`config.mk`:
```
export PLATFORM = sky130hd
export DESIGN_NAME = kronos_mem_arbiter
export DESIGN_NICKNAME = d
export VERILOG_FILES = /design/src/rtl/kronos_arb_pkg.sv /design/src/rtl/kronos_arb_starve_ctr.sv /design/src/rtl/kronos_mem_arbiter.sv
export SDC_FILE = /design/constraint.sdc
export NUM_CORES = 1
export LEC_CHECK = 0
export BUFFER_PORTS_ARGS = -buffer_cell sky130_fd_sc_hd__buf_2
export CAP_MARGIN = 15
export CORE_AREA = 5 5 153 155
export DETAILED_ROUTE_END_ITERATION = 12
export DIE_AREA = 0 0 158 160
export HOLD_SLACK_MARGIN = 0.1
export SLEW_MARGIN = 10
export SYNTH_ARGS = -nofsm -noshare
export SYNTH_HDL_FRONTEND = slang
export SYNTH_SLANG_ARGS = --single-unit
```
`constraint.sdc`:
```
create_clock -name clk_i -period 1.8 [get_ports clk_i]
set_clock_uncertainty 0.2 [all_clocks]
set_input_delay 0.09 -clock clk_i [delete_from_list [all_inputs] [get_ports clk_i]]
set_output_delay 0.09 -clock clk_i [all_outputs]
set_load 0.05 [all_outputs]
```
`src/rtl/kronos_arb_pkg.sv`:
```
// kronos_arb_pkg: shared response-FSM states, owner encoding and starvation default for the memory arbiter
package kronos_arb_pkg;
  localparam int StarveLimitDefault = 4;
  typedef enum logic [1:0] {IDLE, RESP_I, RESP_D} resp_state_e;
  typedef enum logic [1:0] {OWN_NONE, OWN_I, OWN_D} owner_e;
endpackage

```
`src/rtl/kronos_arb_starve_ctr.sv`:
```
// kronos_arb_starve_ctr: counts consecutive data grants while instr waits; flags when instr must win
module kronos_arb_starve_ctr
  import kronos_arb_pkg::*;
#(
  parameter int StarveLimit = StarveLimitDefault
) (
  input  logic clk_i,
  input  logic rst_ni,
  input  logic instr_req_i,
  input  logic instr_gnt_i,
  input  logic data_gnt_i,
  output logic starve_o
);
  logic [3:0] cnt_q;
  assign starve_o = cnt_q == 4'(StarveLimit);
  // clear on reset, on an instr grant or when instr stops asking; otherwise count data wins
  always_ff @(posedge clk_i) begin
    if (!rst_ni || instr_gnt_i || !instr_req_i) cnt_q <= '0;
    else if (data_gnt_i) cnt_q <= cnt_q + 4'd1;
  end
endmodule

```
`src/rtl/kronos_mem_arbiter.sv`:
```
// kronos_mem_arbiter: instr/data arbiter onto one single-port SRAM; starvation guard via KRONOS_ARB_STARVE_GUARD_EN
module kronos_mem_arbiter
  import kronos_arb_pkg::*;
#(
  parameter int AddrWidth   = 32,
  parameter int StarveLimit = StarveLimitDefault
) (
  input  logic                 clk_i,
  input  logic                 rst_ni,
  input  logic                 instr_req_i,
  input  logic                 instr_we_i,
  input  logic [AddrWidth-1:0] instr_addr_i,
  input  logic [31:0]          instr_wdata_i,
  input  logic [31:0]          instr_strb_i,
  output logic                 instr_gnt_o,
  output logic                 instr_rvalid_o,
  output logic [31:0]          instr_rdata_o,
  input  logic                 data_req_i,
  input  logic                 data_we_i,
  input  logic [AddrWidth-1:0] data_addr_i,
  input  logic [31:0]          data_wdata_i,
  input  logic [31:0]          data_strb_i,
  output logic                 data_gnt_o,
  output logic                 data_rvalid_o,
  output logic [31:0]          data_rdata_o,
  output logic                 mem_req_o,
  output logic                 mem_we_o,
  output logic [AddrWidth-1:0] mem_addr_o,
  output logic [31:0]          mem_wdata_o,
  output logic [31:0]          mem_strb_o,
  input  logic [31:0]          mem_rdata_i
);
  logic        starve;
  owner_e      own;
  resp_state_e state_q, state_d;
  logic [31:0] instr_rdata_q, data_rdata_q;
`ifdef KRONOS_ARB_STARVE_GUARD_EN
  kronos_arb_starve_ctr #(.StarveLimit(StarveLimit)) u_starve_ctr (
    .clk_i       (clk_i),
    .rst_ni      (rst_ni),
    .instr_req_i (instr_req_i),
    .instr_gnt_i (instr_gnt_o),
    .data_gnt_i  (data_gnt_o),
    .starve_o    (starve)
  );
`else
  assign starve = 1'b0;
`endif
  assign instr_gnt_o = rst_ni & instr_req_i & (~data_req_i | starve);
  assign data_gnt_o  = rst_ni & data_req_i & ~instr_gnt_o;
  assign mem_req_o   = own != OWN_NONE;
  assign mem_we_o    = own == OWN_I ? instr_we_i    : own == OWN_D ? data_we_i    : 1'b0;
  assign mem_addr_o  = own == OWN_I ? instr_addr_i  : own == OWN_D ? data_addr_i  : '0;
  assign mem_wdata_o = own == OWN_I ? instr_wdata_i : own == OWN_D ? data_wdata_i : '0;
  assign mem_strb_o  = own == OWN_I ? instr_strb_i  : own == OWN_D ? data_strb_i  : '0;
  assign instr_rvalid_o = rst_ni & (state_q == RESP_I);
  assign data_rvalid_o  = rst_ni & (state_q == RESP_D);
  assign instr_rdata_o  = instr_rvalid_o ? mem_rdata_i : instr_rdata_q;
  assign data_rdata_o   = data_rvalid_o ? mem_rdata_i : data_rdata_q;
  // pick the bus owner and the response expected next cycle (reads only)
  always_comb begin
    own     = instr_gnt_o ? OWN_I : data_gnt_o ? OWN_D : OWN_NONE;
    state_d = (own == OWN_I && !instr_we_i) ? RESP_I :
              (own == OWN_D && !data_we_i)  ? RESP_D : IDLE;
  end
  // response state and held read data per port
  always_ff @(posedge clk_i) begin
    if (!rst_ni) begin
      state_q       <= IDLE;
      instr_rdata_q <= '0;
      data_rdata_q  <= '0;
    end else begin
      state_q <= state_d;
      if (instr_rvalid_o) instr_rdata_q <= mem_rdata_i;
      if (data_rvalid_o) data_rdata_q <= mem_rdata_i;
    end
  end
endmodule

```
Word-level counts from Yosys, hierarchy flattened
Cells that the tools add are included.
Word-level totals
  flip-flop bits (word level): 66
  input port bits: 230
  output and inout port bits: 166
  word-level logic and storage cells: 37
Operators by class
  equal/unequal tests: 4
  muxes and demuxes: 14
  bitwise operators: 9
  reduce and logical (&&, ||, !) cells: 6
Operator list (number)
  $mux W32: 8
  $and A1 B1 Y1: 6
  $mux W2: 3
  $eq A2 B1 Y1 const B: 2
  $eq A2 B2 Y1 const B: 2
  $mux W1: 3
  $not A1 Y1: 3
  $logic_and A1 B1 Y1: 2
  $logic_not A1 Y1: 2
  $reduce_bool A2 Y1: 1
  $reduce_or A2 Y1: 1

Depth between registers and ports, before layout
Gate-level depths: netlist (run 1).
  word-level depth: 10
  mapped depth: 6
  mapped depth without buffers: 3

Least setup slack after synthesis (run 1)
Ideal clock, no wire load.
  kind: input-to-output
  from: input instr_req_i
  to: output mem_strb_o[24]
  arrival: 1455 ps
  data required time: 1510 ps
  path slack: 55 ps
  stages on the path: 6
  buffers on the path: 3
  cells stage by stage: nor2b_1 -> buf_2 -> buf_4 -> buf_2 -> a22oi_1 -> nor2b_1
Between the ends
  cells in the longest elaborated chain, start to end: 9
  elaborated cells between the ends (all ways): 10
  classes of those cells: eq/ne (2); mux (4); bitwise (4)
Ends and longest elaborated chain
  start, declared: line kronos_mem_arbiter.sv:10  | input logic instr_req_i,
  $and A1 B1 Y1 * (2 in series): line kronos_mem_arbiter.sv:49  | assign instr_gnt_o = rst_ni & instr_req_i & (~data_req_i | starve);
  $not A1 Y1: line kronos_mem_arbiter.sv:50  | assign data_gnt_o = rst_ni & data_req_i & ~instr_gnt_o;
  $and A1 B1 Y1: line kronos_mem_arbiter.sv:50
  $mux W2: line kronos_mem_arbiter.sv:62  | own = instr_gnt_o ? OWN_I : data_gnt_o ? OWN_D : OWN_NONE;
  $mux W2 *: line kronos_mem_arbiter.sv:62
  $eq A2 B2 Y1: line kronos_mem_arbiter.sv:55  | assign mem_strb_o = own == OWN_I ? instr_strb_i : own == OWN_D ? data_strb_i : '0;
  $mux W32: line kronos_mem_arbiter.sv:55
  $mux W32 *: line kronos_mem_arbiter.sv:55
  end, declared: line kronos_mem_arbiter.sv:30  | output logic [31:0] mem_strb_o,
Every way passes the cells marked *; elsewhere a longest branch is shown, timed or not.

Worst setup path in the final report (run 1)
  from: register state_q[1]
  to: output data_rdata_o[16]
Between the ends
  cells in the longest elaborated chain, start to end: 3
Ends and longest elaborated chain
  start, declared: line kronos_mem_arbiter.sv:35  | resp_state_e state_q, state_d;
  start signal, assigned: line kronos_mem_arbiter.sv:73  | state_q <= state_d;
  $eq A2 B2 Y1: line kronos_mem_arbiter.sv:57  | assign data_rvalid_o = rst_ni & (state_q == RESP_D);
  $and A1 B1 Y1: line kronos_mem_arbiter.sv:57
  $mux W32: line kronos_mem_arbiter.sv:59  | assign data_rdata_o = data_rvalid_o ? mem_rdata_i : data_rdata_q;
  end, declared: line kronos_mem_arbiter.sv:25  | output logic [31:0] data_rdata_o,
No other way between the ends.

==> results of run 1 <==
sequential cells by signal, indices dropped and copies added (netlist names):
| register | cells |
|---|---|
| state_q | 2 |
| instr_rdata_q | 32 |
| data_rdata_q | 32 |
timing repair:
item                                    in CTS  in global routing
endpoints found under the setup margin      64                 65
hold buffers                                36                  0
buffers inserted                             1                  0
resized for setup                          126                 17
hold endpoints to repair                    66                  0
pin swaps                                    0                  1
gates cloned                                 0                  1
stage by stage:
stage / cell area (sq um) / setup WS (ns)
after global routing: 8527 / -0.1666
after global placement: 7392 / 0.1250
final: 8527 / -0.1123
after detailed placement: 7392 / 0.09589
after CTS: 8436 / -0.1222
after floorplan: 4940 / 0.05514
area by class of cell:
class,instances,area share (%)
antenna,1,0.02935
clock buffer,12,2.891
clock inverter,3,0.4696
inverter,2,0.08804
multi-input combinational,463,39.30
sequential,66,15.55
tap,280,4.109
timing repair buffer,455,37.56
cells in the final DEF (no fill, tap or decap):
cell type,instances
buf_2,320
nand2_1,129
nor2b_1,98
a22oi_1,97
dfxtp_1,64
buf_6,62
mux2_4,60
a21boi_0,40
dlygate4sd3_1,36
a21boi_1,24
buf_12,18
buf_4,14
clkbuf_16,10
mux2_2,4
nor2b_4,3
buf_8,3
nand2_4,2
inv_1,2
nand2b_1,2
clkbuf_1,2
clkinv_2,2
diode_2,1
nor2_1,1
and2_1,1
o21a_1,1
nor3_1,1
bufinv_16,1
clkbuf_8,1
clkbuf_4,1
dfxtp_2,1
dfxtp_4,1
synth_stat cells:
cell type  number  area, sq um
nor2_1          1        3.750
dfxtp_1        66         1321
nor3_1          1        5.000
a21boi_0       40        300.3
nor2b_1       101        631.9
buf_4           1        7.510
a21boi_1       24        180.2
a22oi_1        97        728.2
o21a_1          1        7.510
nand2_4         2        22.52
buf_6           6        67.56
and2_1          1        6.260
inv_1           2        7.510
mux2_2          6        67.56
clkbuf_1       36        135.1
buf_2          13        65.06
mux2_4         58        870.8
nand2b_1        2        12.51
nand2_1       129        484.2
buf_1           4        15.01
power by group:
| group | switching (uW) | internal [uW] |
|---|---|---|
| clock | 604 | 1100 |
| sequential | 23.6 | 1500 |
| combinational | 1200 | 749 |
| total | 1830 | 3350 |
layer usage:
layer / part of all wire, % / wire length [um] / up-vias / GRT usage, %
met4: 1.8 / 434 / 2 / 4.071
met3: 7.2 / 1717 / 25 / 3.762
met2: 52 / 12340 / 224 / 31.19
met1: 39 / 9301 / 2758 / 21.51
li1: - / - / 2859 / -
met5: 0.055 / 13 / - / 0
worst max-delay path, cell delays in order (launching register included):
cell and delay [ns]:
dfxtp_4 0.37, nor2b_4 0.17, nand2_4 0.11, clkbuf_16 0.19, mux2_4 0.31, buf_6 0.15
logic make-up (layout without fill, tap and decap cells):
logic type	count (synthesis)	in the layout	synth area share (%)
compound gates	162	162	24.62
buf+inv	62	472	6.028
flops	66	66	26.75
mux	64	64	19.00
other cells	0	1	0
simple gates	237	237	23.61
worst min path at each step:
| stage | from | endpoint | depth (start not counted) |
|---|---|---|---|
| final | rst_ni | instr_rdata_q[0] | 3 |
| after global routing | rst_ni | data_rdata_q[18] | 3 |
| after CTS | rst_ni | data_rdata_q[12] | 3 |
| after detailed placement | data_we_i | state_q[1] | 2 |
| after global placement | data_we_i | state_q[1] | 2 |
| after floorplan | data_we_i | state_q[1] | 1 |
==> qor.txt, run 1 <==
Outcome: finished, violations left
Violated checks: negative setup slack
Port Buffer Count: 395
Seq cells post-synth: 66
Post-Place Cells: 1,228
Fin util: 39.32%
Crit end category: output port
Pleak: 0.004123 uW
TritonCTS clock tree: done
DRT iter0 DRCs: 325
Initial core utilization: 22.78%
Die H: 160 um
Start point of the critical path: state_q[1]
Mapped Cells: 591
Seq. cell area: 0.001326 sq mm
Fin Setup TNS: -5.546 ns
Worst hold margin: 0.1952 ns
Routed Antenna Nets: 0
Total area of multi-input combinational cells: 0.003351 sq mm
FF-to-FF End: instr_rdata_q[3]
Fillers: 2,198
Slew margin rel.: 74.52%
DRC errors left: 0
RSZ-0062 raised after global routing: true
Vias per cell: 4.577
Clk slew on worst S/H paths: 0.05 ns
Clock root cell: clkbuf_16
Final Cycle Share: 106.2%
Crit Path Max Fanout: 7
Minimum clock period: 1.912 ns
Startpoint type of the worst setup path: register
Setup-failing EPs final: 64
Power Dens Cells: 607.2 mW/mm^2
H-tree Lvls: 3
Gpl congestion: 0.8922
Initial antenna violation count: 2
Vias in the first global route: 5,808
R2R Setup Slk: 0.34 ns
Hold/Removal Path Class: in2reg
Non-filler instance count after layout: 1,282
Layout cells sized above 1: 50.25%
Num CTS Buffers: 9
FP Rows: 54
Count of different cell masters after synthesis: 20
WL per Instance: 18.57 um
IR drop worst, VDD: 367.7 uV
Drt total wl: 23,810 um
Post-synthesis sequential area ratio: 26.75%
Clock Latency Late Sink: 0.32 ns
Final slew viol count: 0
WS Path Type: reg2out
GRT Overall Usage: 17.55%
WP data required: 1.51 ns
Layout Area Growth over Synthesis: 72.62%
Post-layout nets: 1,227
Core area: 0.02169 sq mm
Total congestion overflow: 0
Arr. time, crit path: 1.62 ns
Worst setup margin: -0.1123 ns
Via count: 5,868
First-pass GRT wire length: 34,760 um
Final HPWL DP: 18,640 um
Worst slew pin tran: 0.3823 ns
Clock Path Buffers: 2
Area of the die: 0.02528 sq mm
Max Cap Violations: 0
CP Capture Point: data_rdata_o[16]
Fin. Hold Viols: 0
Power Total: 5178 uW
Synthesized cell area: 0.004940 sq mm
CTS sink cnt: 66
Largest net degree at the start of global routing: 69
Die width: 158 um
Syn Nets: 821
First-pass DRT Iterations: 4
Syn avg cell area: 8.358 sq um
Num ports: 396
FMAX: 0.5229 GHz
FF-to-FF Start: state_q[0]
Reg2reg path depth: 4
Yosys warning total: 0
Power figures use the tool's default switching activity.
==> run 2: changes to the inputs <==
--- a/config.mk
+++ b/config.mk
@@ -7,7 +7,7 @@
 export LEC_CHECK = 0
-export BUFFER_PORTS_ARGS = -buffer_cell sky130_fd_sc_hd__buf_2
 export CAP_MARGIN = 15
-export CORE_AREA = 5 5 153 155
+export CORE_AREA = 2 2 154 156
 export DETAILED_ROUTE_END_ITERATION = 12
-export DIE_AREA = 0 0 158 160
+export DIE_AREA = 0 0 156 158
+export DONT_BUFFER_PORTS = 1
 export HOLD_SLACK_MARGIN = 0.1
--- a/constraint.sdc
+++ b/constraint.sdc
@@ -4,2 +4,2 @@
 set_output_delay 0.09 -clock clk_i [all_outputs]
-set_load 0.05 [all_outputs]
+set_load 0.01 [all_outputs]
==> run 2 against run 1 <==
- the flow still finishes with violations (negative setup slack)
- core utilization shrank 13 points
- largest cell class unchanged
- register-to-register slack lost 0.17 ns
- die area shrank 2.5%
- highest routed layer unchanged
- routed wire length shrank 12%
- non-clock buffer count shrank 393
==> qor.txt, run 2 (synthesis gave the netlist of run 1 again) <==
Power Total: 4095 uW (-21%)
Post-route cell area: 0.006058 sq mm (-29%)
GRT Overall Usage: 15.25% (-2.3 points)
Minimum clock period: 1.813 ns (-0.09956 ns)
FP Rows: 56 (+3.7%)
FMAX: 0.5517 GHz (+5.5%)
Layout Area Growth over Synthesis: 22.64%
Max Cap Violations: 0 (unchanged)
Outcome: finished, violations left
Via count: 4,477 (-24%)
Setup-failing EPs final: 20 (-69%)
Die width: 156 um (-1.3%)
Clock Path Buffers: 2 (unchanged)
Worst setup margin: -0.01273 ns (+0.09956 ns)
Worst hold margin: 0.1166 ns (-0.07863 ns)
Vias in the first global route: 4,087 (-30%)
Area of the die: 0.02465 sq mm (-2.5%)
RSZ-0062 raised after global routing: true
IR drop worst, VDD: 371.0 uV (+0.89%)
Drt total wl: 20,830 um (-12%)
Crit end category: output port
Core area: 0.02305 sq mm (+6.3%)
H-tree Lvls: 3 (unchanged)
Dpl cell area: 0.005205 sq mm (-30%)
Violated checks: negative setup slack
Layout cells sized above 1: 17.93% (-32 points)
Final Cycle Share: 100.7% (-5.5 points)
WL per Instance: 23.17 um (+25%)
Num ports: 396 (unchanged)
Clock Latency Late Sink: 0.32 ns (about the same)
Post-layout nets: 834 (-32%)
Num CTS Buffers: 9 (unchanged)
Pleak: 0.002294 uW (-44%)
Routed Antenna Nets: 0 (unchanged)
First-pass GRT wire length: 27,690 um (-20%)
First-pass DRT Iterations: 5 (+1)
CTS sink cnt: 66 (unchanged)
Final slew viol count: 0 (unchanged)
Worst slack at placement: 0.2002 ns (+0.1043 ns)
WP data required: 1.51 ns (about the same)
Arr. time, crit path: 1.52 ns (-0.10 ns)
Final HPWL DP: 15,040 um (-19%)
Biggest regs: data_rdata_q: 32 flops, instr_rdata_q: 32 flops, state_q: 2 flops
Port Buffer Count: 0 (-100%)
Clock root cell: clkbuf_16
Gpl congestion: 0.8722 (-2.2%)
Slew margin rel.: 71.19% (-3.3 points)
DRC errors left: 0 (unchanged)
Clk slew on worst S/H paths: 0.05 ns (about the same)
Hold/Removal Path Class: in2out
DRT iter0 DRCs: 302 (-7.1%)
Most common cell after layout, fill and taps aside: nand2_1
Commonest cells after routing, fill and taps aside: nand2_1, nor2b_1, a22oi_1
Startpoint type of the worst setup path: register
Power Dens Cells: 675.9 mW/mm^2 (+11%)
Initial core utilization: 21.43% (-1.3 points)
TritonCTS clock tree: done
Vias per cell: 4.980 (+8.8%)
Crit Path Max Fanout: 7 (unchanged)
Largest net degree at the start of global routing: 104 (+51%)
Fin. Hold Viols: 0 (unchanged)
Initial antenna violation count: 2 (unchanged)
Worst slew pin tran: 0.4313 ns (+0.04903 ns)
WS Path Type: reg2out
Total congestion overflow: 0 (unchanged)
Die H: 158 um (-1.3%)
Fillers: 2,478 (+13%)
-- run 2: final cells by class --
cell class	count	area (sq um)	area share [%]
antenna	1	2.502	0.04131
clock buffer	13	270.3	4.461
clock inverter	2	35.03	0.5783
inverter	2	7.507	0.1239
multi-input combinational	463	3363	55.51
sequential	66	1329	21.93
tap	290	362.8	5.989
timing repair buffer	62	688.2	11.36
-- run 2: path summary, 6_finish.rpt --
kind | start | end | depth (start not counted) | slack [ns]
hold / removal | mem_rdata_i[20] | data_rdata_o[20] | 1 | 0.12
hold reg to reg | instr_rdata_q[14] | instr_rdata_q[14] | 2 | 0.25
setup / recovery | state_q[0] | instr_rdata_o[12] | 4 | -0.01
setup reg to reg | state_q[0] | instr_rdata_q[1] | 5 | 0.17
-- run 2: stage by stage --
step	utilization, %	std cells	TNS (ns)
finish	26.28	899	-0.07504
CTS	26.05	896	-0.5548
global route	26.27	898	-2.846
detailed placement	22.58	837	0
global placement	22.58	837	0
floorplan	-	591	0
-- run 2: critical path: stages, from the launching register on --
cell     delay, ns
dfxtp_4       0.37
nor2b_4       0.21
nand2_8       0.12
buf_16        0.17
mux2_4        0.32
-- run 2: routing by layer --
| layer | track usage [%] | share of wire (%) |
|---|---|---|
| met1 | 19.09 | 40 |
| met2 | 25.83 | 50 |
| met3 | 5.010 | 9.5 |
| met4 | 2.752 | 0.63 |
| met5 | 0 | 0.062 |
-- run 2: report_power, final --
group          total, uW  switching, uW  internal (uW)
combinational        767            408            358
clock               1810            629           1180
sequential          1520           22.7           1500
-- run 2: what timing repair did --
action	4_1_cts	5_1_grt
pin swaps	1	1
cloned	1	2
hold buffers	39	0
hold endpoints to repair	67	0
resized for setup	11	4
setup buffers	4	0
setup endpoints to repair	59	64
